File: config.mk
export PLATFORM = sky130hd
export DESIGN_NAME = ha_carry_resolver_flat
export DESIGN_NICKNAME = d
export VERILOG_FILES = /design/src/rtl/ha_carry_resolver_pkg.sv /design/src/rtl/ha_carry_resolver_if.sv /design/src/rtl/ha_carry_resolver_half_adder.sv /design/src/rtl/ha_carry_resolver.sv /design/src/flat_wrapper.sv
export SDC_FILE = /design/constraint.sdc
export NUM_CORES = 1
export LEC_CHECK = 0
export CAP_MARGIN = 5
export CORE_MARGIN = 8
export CORE_UTILIZATION = 43
export CTS_BUF_LIST = sky130_fd_sc_hd__clkbuf_4
export DETAILED_ROUTE_END_ITERATION = 10
export PLACE_DENSITY_LB_ADDON = 0.3
export SLEW_MARGIN = 20
export SYNTH_ARGS = -nofsm -noshare
export SYNTH_HDL_FRONTEND = slang
export SYNTH_HIERARCHICAL = 1
export SYNTH_SLANG_ARGS = --single-unit
File: constraint.sdc
create_clock -name clk -period 2 [get_ports clk]
set_input_delay 0.4 -clock clk [delete_from_list [all_inputs] [get_ports clk]]
set_output_delay 0.4 -clock clk [all_outputs]
set_load 0.03 [all_outputs]
File: src/rtl/ha_carry_resolver_pkg.sv
// Shared ALU definitions for the iterative half-adder carry resolver: widths and FSM states.
package ha_carry_resolver_pkg;

    localparam int ALU_WIDTH  = 32;
    // Pass counter must represent WIDTH+1, the worst-case number of half-adder passes.
    localparam int ALU_ITER_W = $clog2(ALU_WIDTH + 2);

    typedef enum logic [1:0] {
        IDLE = 2'd0,
        ITER = 2'd1,
        DONE = 2'd2
    } resolver_state_t;

endpackage

File: src/rtl/ha_carry_resolver_if.sv
// Operand/result handshake bundle between the ALU operand latch, the resolver and the result mux.
interface ha_carry_resolver_if
    import ha_carry_resolver_pkg::*;
#(
    parameter int WIDTH  = ALU_WIDTH,
    parameter int ITER_W = $clog2(WIDTH + 2)
);
    logic              in_valid;
    logic              in_ready;
    logic [WIDTH-1:0]  in_a;
    logic [WIDTH-1:0]  in_b;
    logic              out_valid;
    logic              out_ready;
    logic [WIDTH-1:0]  out_sum;
    logic              out_cout;
    logic [ITER_W-1:0] out_iters;

    modport master (
        output in_valid, in_a, in_b, out_ready,
        input  in_ready, out_valid, out_sum, out_cout, out_iters
    );

    modport slave (
        input  in_valid, in_a, in_b, out_ready,
        output in_ready, out_valid, out_sum, out_cout, out_iters
    );

endinterface

File: src/rtl/ha_carry_resolver_half_adder.sv
// Bitwise WIDTH-bit half adder: per-bit sum and carry, no carry propagation.
module ha_carry_resolver_half_adder
    import ha_carry_resolver_pkg::*;
#(
    parameter int WIDTH = ALU_WIDTH
) (
    input  logic [WIDTH-1:0] a,
    input  logic [WIDTH-1:0] b,
    output logic [WIDTH-1:0] sum,
    output logic [WIDTH-1:0] carry
);

    assign sum   = a ^ b;
    assign carry = a & b;

endmodule

File: src/rtl/ha_carry_resolver.sv
// Iterative adder: feeds half-adder sum/carry back (a<=sum, b<=carry<<1) until no carry remains.
module ha_carry_resolver
    import ha_carry_resolver_pkg::*;
#(
    parameter int WIDTH  = ALU_WIDTH,
    parameter int ITER_W = $clog2(WIDTH + 2)
) (
    input  logic               clk,
    input  logic               rst,
    ha_carry_resolver_if.slave bus
);

    resolver_state_t   state_r;
    logic [WIDTH-1:0]  a_r;
    logic [WIDTH-1:0]  b_r;
    logic              cout_r;
    logic [ITER_W-1:0] iters_r;
    logic              in_ready_r;
    logic              out_valid_r;
    logic [WIDTH-1:0]  out_sum_r;
    logic              out_cout_r;
    logic [ITER_W-1:0] out_iters_r;
    logic [WIDTH-1:0]  sum_s;
    logic [WIDTH-1:0]  carry_s;

    ha_carry_resolver_half_adder #(.WIDTH(WIDTH)) u_half_adder (
        .a     (a_r),
        .b     (b_r),
        .sum   (sum_s),
        .carry (carry_s)
    );

    // FSM, operand registers, pass counter and output registers.
    always_ff @(posedge clk) begin
        if (rst) begin
            state_r     <= IDLE;
            a_r         <= {WIDTH{1'b0}};
            b_r         <= {WIDTH{1'b0}};
            cout_r      <= 1'b0;
            iters_r     <= {ITER_W{1'b0}};
            in_ready_r  <= 1'b1;
            out_valid_r <= 1'b0;
            out_sum_r   <= {WIDTH{1'b0}};
            out_cout_r  <= 1'b0;
            out_iters_r <= {ITER_W{1'b0}};
        end else begin
            case (state_r)
                IDLE: begin
                    if (bus.in_valid && in_ready_r) begin
                        a_r        <= bus.in_a;
                        b_r        <= bus.in_b;
                        cout_r     <= 1'b0;
                        iters_r    <= {ITER_W{1'b0}};
                        in_ready_r <= 1'b0;
                        state_r    <= ITER;
                    end
                end
                ITER: begin
                    // The carry leaving bit WIDTH-1 is dropped from b and survives only in cout.
                    iters_r <= iters_r + {{(ITER_W-1){1'b0}}, 1'b1};
                    cout_r  <= cout_r | carry_s[WIDTH-1];
                    a_r     <= sum_s;
                    b_r     <= {carry_s[WIDTH-2:0], 1'b0};
                    if (carry_s == {WIDTH{1'b0}}) begin
                        out_sum_r   <= sum_s;
                        out_cout_r  <= cout_r;
                        out_iters_r <= iters_r + {{(ITER_W-1){1'b0}}, 1'b1};
                        out_valid_r <= 1'b1;
                        state_r     <= DONE;
                    end
                end
                DONE: begin
                    if (bus.out_ready) begin
                        out_valid_r <= 1'b0;
                        in_ready_r  <= 1'b1;
                        state_r     <= IDLE;
                    end
                end
                default: begin
                    out_valid_r <= 1'b0;
                    in_ready_r  <= 1'b1;
                    state_r     <= IDLE;
                end
            endcase
        end
    end

    // in_ready is forced low for the whole reset cycle, not just after the reset edge.
    assign bus.in_ready  = in_ready_r & ~rst;
    assign bus.out_valid = out_valid_r;
    assign bus.out_sum   = out_sum_r;
    assign bus.out_cout  = out_cout_r;
    assign bus.out_iters = out_iters_r;

endmodule
File: src/flat_wrapper.sv
// flat-port wrapper written by rule: the top's interface ports become plain ports
module ha_carry_resolver_flat import ha_carry_resolver_pkg::*;
#(
    parameter int WIDTH  = ALU_WIDTH,
    parameter int ITER_W = $clog2(WIDTH + 2)
)
  (clk, rst, bus_in_valid, bus_in_a, bus_in_b, bus_out_ready, bus_in_ready, bus_out_valid, bus_out_sum, bus_out_cout, bus_out_iters);
  ha_carry_resolver_if #(.WIDTH(WIDTH), .ITER_W(ITER_W)) bus_i ();
  input  logic clk;
  input  logic rst;
  input wire logic [$bits(bus_i.in_valid)-1:0] bus_in_valid;
  input wire logic [$bits(bus_i.in_a)-1:0] bus_in_a;
  input wire logic [$bits(bus_i.in_b)-1:0] bus_in_b;
  input wire logic [$bits(bus_i.out_ready)-1:0] bus_out_ready;
  output wire logic [$bits(bus_i.in_ready)-1:0] bus_in_ready;
  output wire logic [$bits(bus_i.out_valid)-1:0] bus_out_valid;
  output wire logic [$bits(bus_i.out_sum)-1:0] bus_out_sum;
  output wire logic [$bits(bus_i.out_cout)-1:0] bus_out_cout;
  output wire logic [$bits(bus_i.out_iters)-1:0] bus_out_iters;
  assign bus_i.in_valid = bus_in_valid;
  assign bus_i.in_a = bus_in_a;
  assign bus_i.in_b = bus_in_b;
  assign bus_i.out_ready = bus_out_ready;
  assign bus_in_ready = bus_i.in_ready;
  assign bus_out_valid = bus_i.out_valid;
  assign bus_out_sum = bus_i.out_sum;
  assign bus_out_cout = bus_i.out_cout;
  assign bus_out_iters = bus_i.out_iters;
  ha_carry_resolver #(.WIDTH(WIDTH), .ITER_W(ITER_W)) u_core (.clk(clk), .rst(rst), .bus(bus_i));
endmodule
==> run metrics, run 1 <==
TritonCTS buffer count 17; final wirelength 15.1 mm; final net count 722; Mapped Area 5020 um2; CP most frequent cell buf_4; Iteration-0 DRC Markers 615; crit path to u_core/bus.out_sum[25]; gr busiest metal met2; r2r endpoint u_core/bus.out_sum[25]; Crit. Startpoint u_core/a_r[18]; CTS sink count 114; DP Area 6300 um2; FFs w/ async S/R, synth 0%; Port-buffer cells 108; hold buffer count at CTS 0; routed via count 4745; Finished Layout Cells 778; CP Class reg -> reg; Placement Setup Slack -0.146 ns; outcome complete, no violations; crit share post-route 96.9%; dpl cells 743; share of cells above drive strength 1 14.2%; Critical-path top delay cell nor4_4; crit path launch type flip-flop; YS warnings 6; fin area 6850 um2; worst vdd ir 0.000477 V; Final min period 1.94 ns; Fmax 516 MHz; DP Wirelength 10.3 mm; clock-pin slew on the worst setup and hold paths 0.11 ns; Core ar. 11400 um2; Setup Viol. Count Final 0; leak pwr 3.09 nW; H-tree levels 4; Starting Density 43.9%; routability-driven placement congestion ratio 0.789; syn_area_per_cell 9.54 um2; first-pass GRT wire length 23.8 mm; final hold vios 0; die footprint 15400 um2; most frequent cells in the layout 114 x dfxtp_1, 87 x nor2_1, 74 x clkdlybuf4s50_1, 55 x a222oi_1, 43 x a21oi_1; CTS tree built; clock root buffer clkbuf_4; Setup Skew 0.0206 ns; row count 39; chip height 124 um; Syn Inst Count 526; Seq/Total Area, Yosys 45.5%; CP peak stage delay 0.34 ns; number of antenna violations at the first check in global routing 1; ANT nets after route 0; met3 Use GR 6.03%; Die W 124 um; Yosys reg bits 114; cell depth of the worst flop-to-flop path 7; grt total ovfl 0; Max Cap Viol 0; DR vias/cell 6.10; CP endpoint kind flip-flop; largest net degree at the start of global routing 88; area delta synth->final 36.6%; Setup WS post-layout 0.0615 ns; met1 Use GR 23.8%; R2R setup slack 0.06 ns; clk_lat worst skew 0.49 ns; I/O pins 109; synth unique cells 36; RSZ-0062 raised after global routing true; CP arrival 2.31 ns; Max FO, Critical Path 14; vias in the first global route 4689; min-delay worst type in -> reg; routed wire length per instance 19.4 um; Syn Nets 627; Post-synth EDFFs 0; CP Cell Sequence ha_1, nor4_4, buf_4, nand4_1, buf_4, o31ai_1, a21oi_1; worst rel slew slack 69.4%; Post-synth top flop dfxtp_1; GRT met2 Usage 31.6%; Power Density 993 nW/um2; reg2reg start u_core/a_r[18]; CP required 2.37 ns; Least-Margin Pin Slew 0.458 ns; commonest non-fill, non-tap cell in the layout dfxtp_1; Clock Tree Buf Depth 2; Overall Global Routing Usage 19.4%; Slew Viols, Final 0; router iterations before antenna repair 9; DRC 0
metrics by stage:
| step | power (mW) | setup TNS, ns | hold slack (ns) | utilization (%) |
|---|---|---|---|---|
| after floorplan | 3.92 | 0 | 0.446 | - |
| after global placement | 4.61 | -4.31 | 0.447 | 55.2 |
| after detailed placement | 4.69 | -6.00 | 0.461 | 55.2 |
| after CTS | 6.77 | 0 | 0.257 | 58.7 |
| after global routing | 7.13 | -0.532 | 0.269 | 60.0 |
| final | 6.80 | 0 | 0.310 | 60.0 |
cell families after synthesis:
logic type	share of synthesized area, %
simple gates	16.0
buf+inv	5.74
flops	45.5
compound gates	24.0
fa+ha+maj	8.23
xor+xnor	0.524
worst min path at each step:
stage / from / end / cells past startpoint / slack [ns]
floorplan: u_core/iters_r[5] / u_core/iters_r[5] / 2 / 0.45
detailed placement: u_core/bus.out_sum[27] / u_core/bus.out_sum[27] / 2 / 0.46
CTS: rst / u_core/bus.out_sum[10] / 2 / 0.26
global placement: u_core/bus.out_valid / u_core/bus.out_valid / 2 / 0.45
finish: rst / u_core/bus.out_sum[10] / 2 / 0.31
global route: rst / u_core/bus.out_iters[5] / 2 / 0.27
cell type report:
type                            count  area [um2]
Multi-Input combinational cell    352        2550
Tap cell                          143         179
Fill cell                        1000        4570
Timing Repair Buffer              136        1480
Antenna cell                        1        2.50
Sequential cell                   114        2280
Clock inverter                     13         210
Clock buffer                       19         143
layer usage:
layer  wire length, um  vias up
li1                  -     2266
met1              6510     2298
met2              7350      170
met3              1110       11
met4               131        0
met5                 0        -
state kept, by name (all words and copies together), names as in the netlist:
signal / cells
u_core/iters_r: 6
u_core/state_r: 2
u_core/bus.out_cout: 1
u_core/b_r: 32
u_core/bus.out_sum: 32
u_core/a_r: 32
u_core/in_ready_r: 1
u_core/cout_r: 1
u_core/bus.out_iters: 6
u_core/bus.out_valid: 1
power breakdown:
| part | internal (mW) | switching [mW] | leakage [nW] |
|---|---|---|---|
| clock network | 1.15 | 0.907 | 0.184 |
| logic | 0.851 | 1.27 | 1.98 |
| registers | 2.49 | 0.136 | 0.930 |
| total | 4.49 | 2.31 | 3.09 |
synth_stat cells (2+ instances only):
cell type,number,area [um2]
a211oi_1,4,30.0
a21oi_1,43,215
a222oi_1,55,551
a22oi_1,3,22.5
a31oi_1,4,25.0
and4_1,2,17.5
buf_2,29,145
buf_4,3,22.5
buf_6,2,22.5
clkbuf_1,26,97.6
dfxtp_1,114,2280
ha_1,33,413
nand2_1,5,18.8
nand2b_1,2,12.5
nand3_1,4,20.0
nand4_1,36,225
nor2_1,87,327
nor2b_1,2,12.5
nor3_1,3,15.0
nor4_1,16,100
o21ai_0,2,10.0
o21ai_1,3,15.0
o31ai_1,25,188
o31ai_2,10,125
xnor2_1,2,17.5
worst max-delay path: cells and delay by family (launching register included):
kind / cells / cell delay [ns]
and+or+nand+nor: 2 / 0.49
buffers and inverters: 2 / 0.43
AOI/OAI and AO/OA: 2 / 0.34
DFF: 1 / 0.33
adders and majority gates: 1 / 0.25
what timing repair did:
item,CTS,global route
resized for setup,9,45
hold endpoints to repair,0,0
pin swaps,0,1
endpoints found under the setup margin,44,66
cloned,1,0
buffers inserted,1,0
(Power assumes the default switching activity.)
==> run 2: changes to the inputs <==
--- a/config.mk
+++ b/config.mk
@@ -10,6 +10,7 @@
 export CORE_UTILIZATION = 43
 export CTS_BUF_LIST = sky130_fd_sc_hd__clkbuf_4
 export DETAILED_ROUTE_END_ITERATION = 10
+export GPL_ROUTABILITY_DRIVEN = 0
 export PLACE_DENSITY_LB_ADDON = 0.3
 export SLEW_MARGIN = 20
 export SYNTH_ARGS = -nofsm -noshare
==> results of run 2 <==
The final DEF is identical to that of run 1; final timing and power are the same.
==> run 3: changes to the inputs <==
--- a/config.mk
+++ b/config.mk
@@ -8,9 +8,10 @@
 export CAP_MARGIN = 5
 export CORE_MARGIN = 8
 export CORE_UTILIZATION = 43
-export CTS_BUF_LIST = sky130_fd_sc_hd__clkbuf_4
+export CTS_BUF_LIST = sky130_fd_sc_hd__clkbuf_8
 export DETAILED_ROUTE_END_ITERATION = 10
 export GPL_ROUTABILITY_DRIVEN = 0
+export GPL_TIMING_DRIVEN = 0
 export PLACE_DENSITY_LB_ADDON = 0.3
 export SLEW_MARGIN = 20
 export SYNTH_ARGS = -nofsm -noshare
==> run 3 against run 2 <==
Against the previous run:
- final cell count up 4.1%
- sequential power hardly changed
- maximum frequency up 0.17%
- largest cell class unchanged
- highest routed layer unchanged
==> run metrics, run 3 (same netlist as run 1, synthesis figures left out) <==
hold buffer count at CTS 0 (unchanged); CTS tree built; clock root buffer clkbuf_8; CP Cell Sequence ha_1, nor4_4, nand4_1, buf_6, buf_6, o31ai_1, a21oi_1; final net count 755 (+4.6%); Setup WS post-layout 0.0648 ns (+0.00331 ns); Overall Global Routing Usage 21.4% (+2.0 points); Power Density 1050 nW/um2 (+5.6%); TritonCTS buffer count 17 (unchanged); most frequent cells in the layout 114 x dfxtp_1, 106 x clkdlybuf4s50_1, 87 x nor2_1, 55 x a222oi_1, 43 x a21oi_1; vias in the first global route 4996 (+6.5%); Slew Viols, Final 0 (unchanged); number of antenna violations at the first check in global routing 0 (-1); final hold vios 0 (unchanged); crit share post-route 96.8% (-0.17 points); DP Area 6270 um2 (-0.58%); Clock Tree Buf Depth 2 (unchanged); largest net degree at the start of global routing 17 (-81%); Max Cap Viol 0 (unchanged); crit path launch type flip-flop; DRC 0 (unchanged); Setup Skew 0.0120 ns (-0.00858 ns); commonest non-fill, non-tap cell in the layout dfxtp_1; RSZ-0062 raised after global routing true; CTS sink count 114 (unchanged); routed wire length per instance 20.7 um (+6.7%); final wirelength 16.8 mm (+11%); Core ar. 11400 um2 (unchanged); routed via count 5077 (+7.0%); CP endpoint kind flip-flop; Placement Setup Slack -0.280 ns (-0.134 ns); leak pwr 2.63 nW (-15%); Port-buffer cells 107 (-0.93%); clk_lat worst skew 0.43 ns (-0.06 ns); Least-Margin Pin Slew 0.686 ns (+0.229 ns); CP arrival 2.22 ns (-0.09 ns); Antenna Cells 0 (-1); Iteration-0 DRC Markers 687 (+12%); H-tree levels 4 (unchanged); Die W 124 um (unchanged); worst rel slew slack 54.1% (-15 points); CP required 2.29 ns (-0.08 ns); Max FO, Critical Path 10 (-4); final core utilization 60.0% (about the same); worst vdd ir 0.000732 V (+53%); DP Wirelength 11.9 mm (+16%); die footprint 15400 um2 (unchanged); router iterations before antenna repair 7 (-2); area delta synth->final 36.7% (about the same); total negative slack 0 ns (unchanged); grt total ovfl 0 (unchanged); Hold Path Origin u_core/bus.out_cout; Fmax 517 MHz (+0.17%); share of cells above drive strength 1 14.2% (+0.047 points); DR vias/cell 6.27 (+2.8%); chip height 124 um (unchanged); min-delay worst type reg -> reg; Starting Density 43.9% (unchanged); outcome complete, no violations; Critical-path top delay cell dfxtp_1; Setup Viol. Count Final 0 (unchanged); fill count 996 (-0.40%); CP peak stage delay 0.32 ns (-0.02 ns); CP Class reg -> reg; CP most frequent cell buf_6; first-pass GRT wire length 25.5 mm (+7.3%); Crit. Startpoint u_core/a_r[5]; ANT nets after route 0 (unchanged); Final min period 1.94 ns (-0.00331 ns); I/O pins 109 (unchanged); row count 39 (unchanged); fin area 6860 um2 (about the same); reg2reg start u_core/a_r[5]; clock-pin slew on the worst setup and hold paths 0.07 ns (-0.04 ns)
## run 3: changes by cell type in the layout (fill, tap and decap cells not counted), moves of 11 or more
cell | before | now
clkbuf_1 | 0 | 21
clkdlybuf4s50_1 | 74 | 106
buf_2 | 0 | 27
buf_4 | 16 | 5
dlymetal6s2s_1 | 29 | 0
clkbuf_8 | 0 | 19
clkbuf_4 | 20 | 0
## run 3: layout make-up
cell class                      count  area [um2]  share of cell area [%]
Buffer                             60         307                    4.47
Clock buffer                       19         262                    3.81
Clock inverter                     13         190                    2.77
Multi-Input combinational cell    352        2550                    37.2
Sequential cell                   114        2280                    33.3
Tap cell                          143         179                    2.61
Timing Repair Buffer              109        1080                    15.8
## run 3: power by group
group	internal (mW)	switching (mW)
combinational	0.777	1.32
clock	1.53	0.934
sequential	2.49	0.134
## run 3: repair_timing
item                       4_1_cts  5_1_grt
pin swaps                        0        2
gates resized for setup          8       24
setup buffers                    0        2
setup endpoints to repair       35       35
## run 3: worst max-delay path, delay by kind of cell, from the launching register on
kind                     cells  cell delay [ns]
adder cells (fa/ha/maj)      1             0.25
buffers and inverters        2             0.35
flip-flops                   1             0.32
AND/OR/NAND/NOR              2             0.51
AO/OA/AOI/OAI                2             0.35
## run 3: routing by layer
| metal | share of wire, % | global-route usage [%] |
|---|---|---|
| met1 | 41 | 26.1 |
| met2 | 48 | 35.0 |
| met3 | 9.4 | 5.44 |
| met4 | 1.7 | 9.67 |
| met5 | 0 | 0 |
## run 3: per-stage QoR
stage / cells / total power [mW] / hold slack (ns)
after floorplan: 526 / 3.92 / 0.446
after global placement: 776 / 4.58 / 0.453
after detailed placement: 776 / 4.65 / 0.462
after CTS: 808 / 7.10 / 0.475
after global routing: 810 / 7.46 / 0.490
final: 810 / 7.19 / 0.473
## run 3: final timing paths
path	depth (start not counted)	slack, ns	to
setup / recovery	7	0.06	u_core/bus.out_sum[27]
hold / removal	2	0.47	u_core/bus.out_cout
setup reg to reg	7	0.06	u_core/bus.out_sum[27]
hold reg to reg	2	0.47	u_core/bus.out_cout
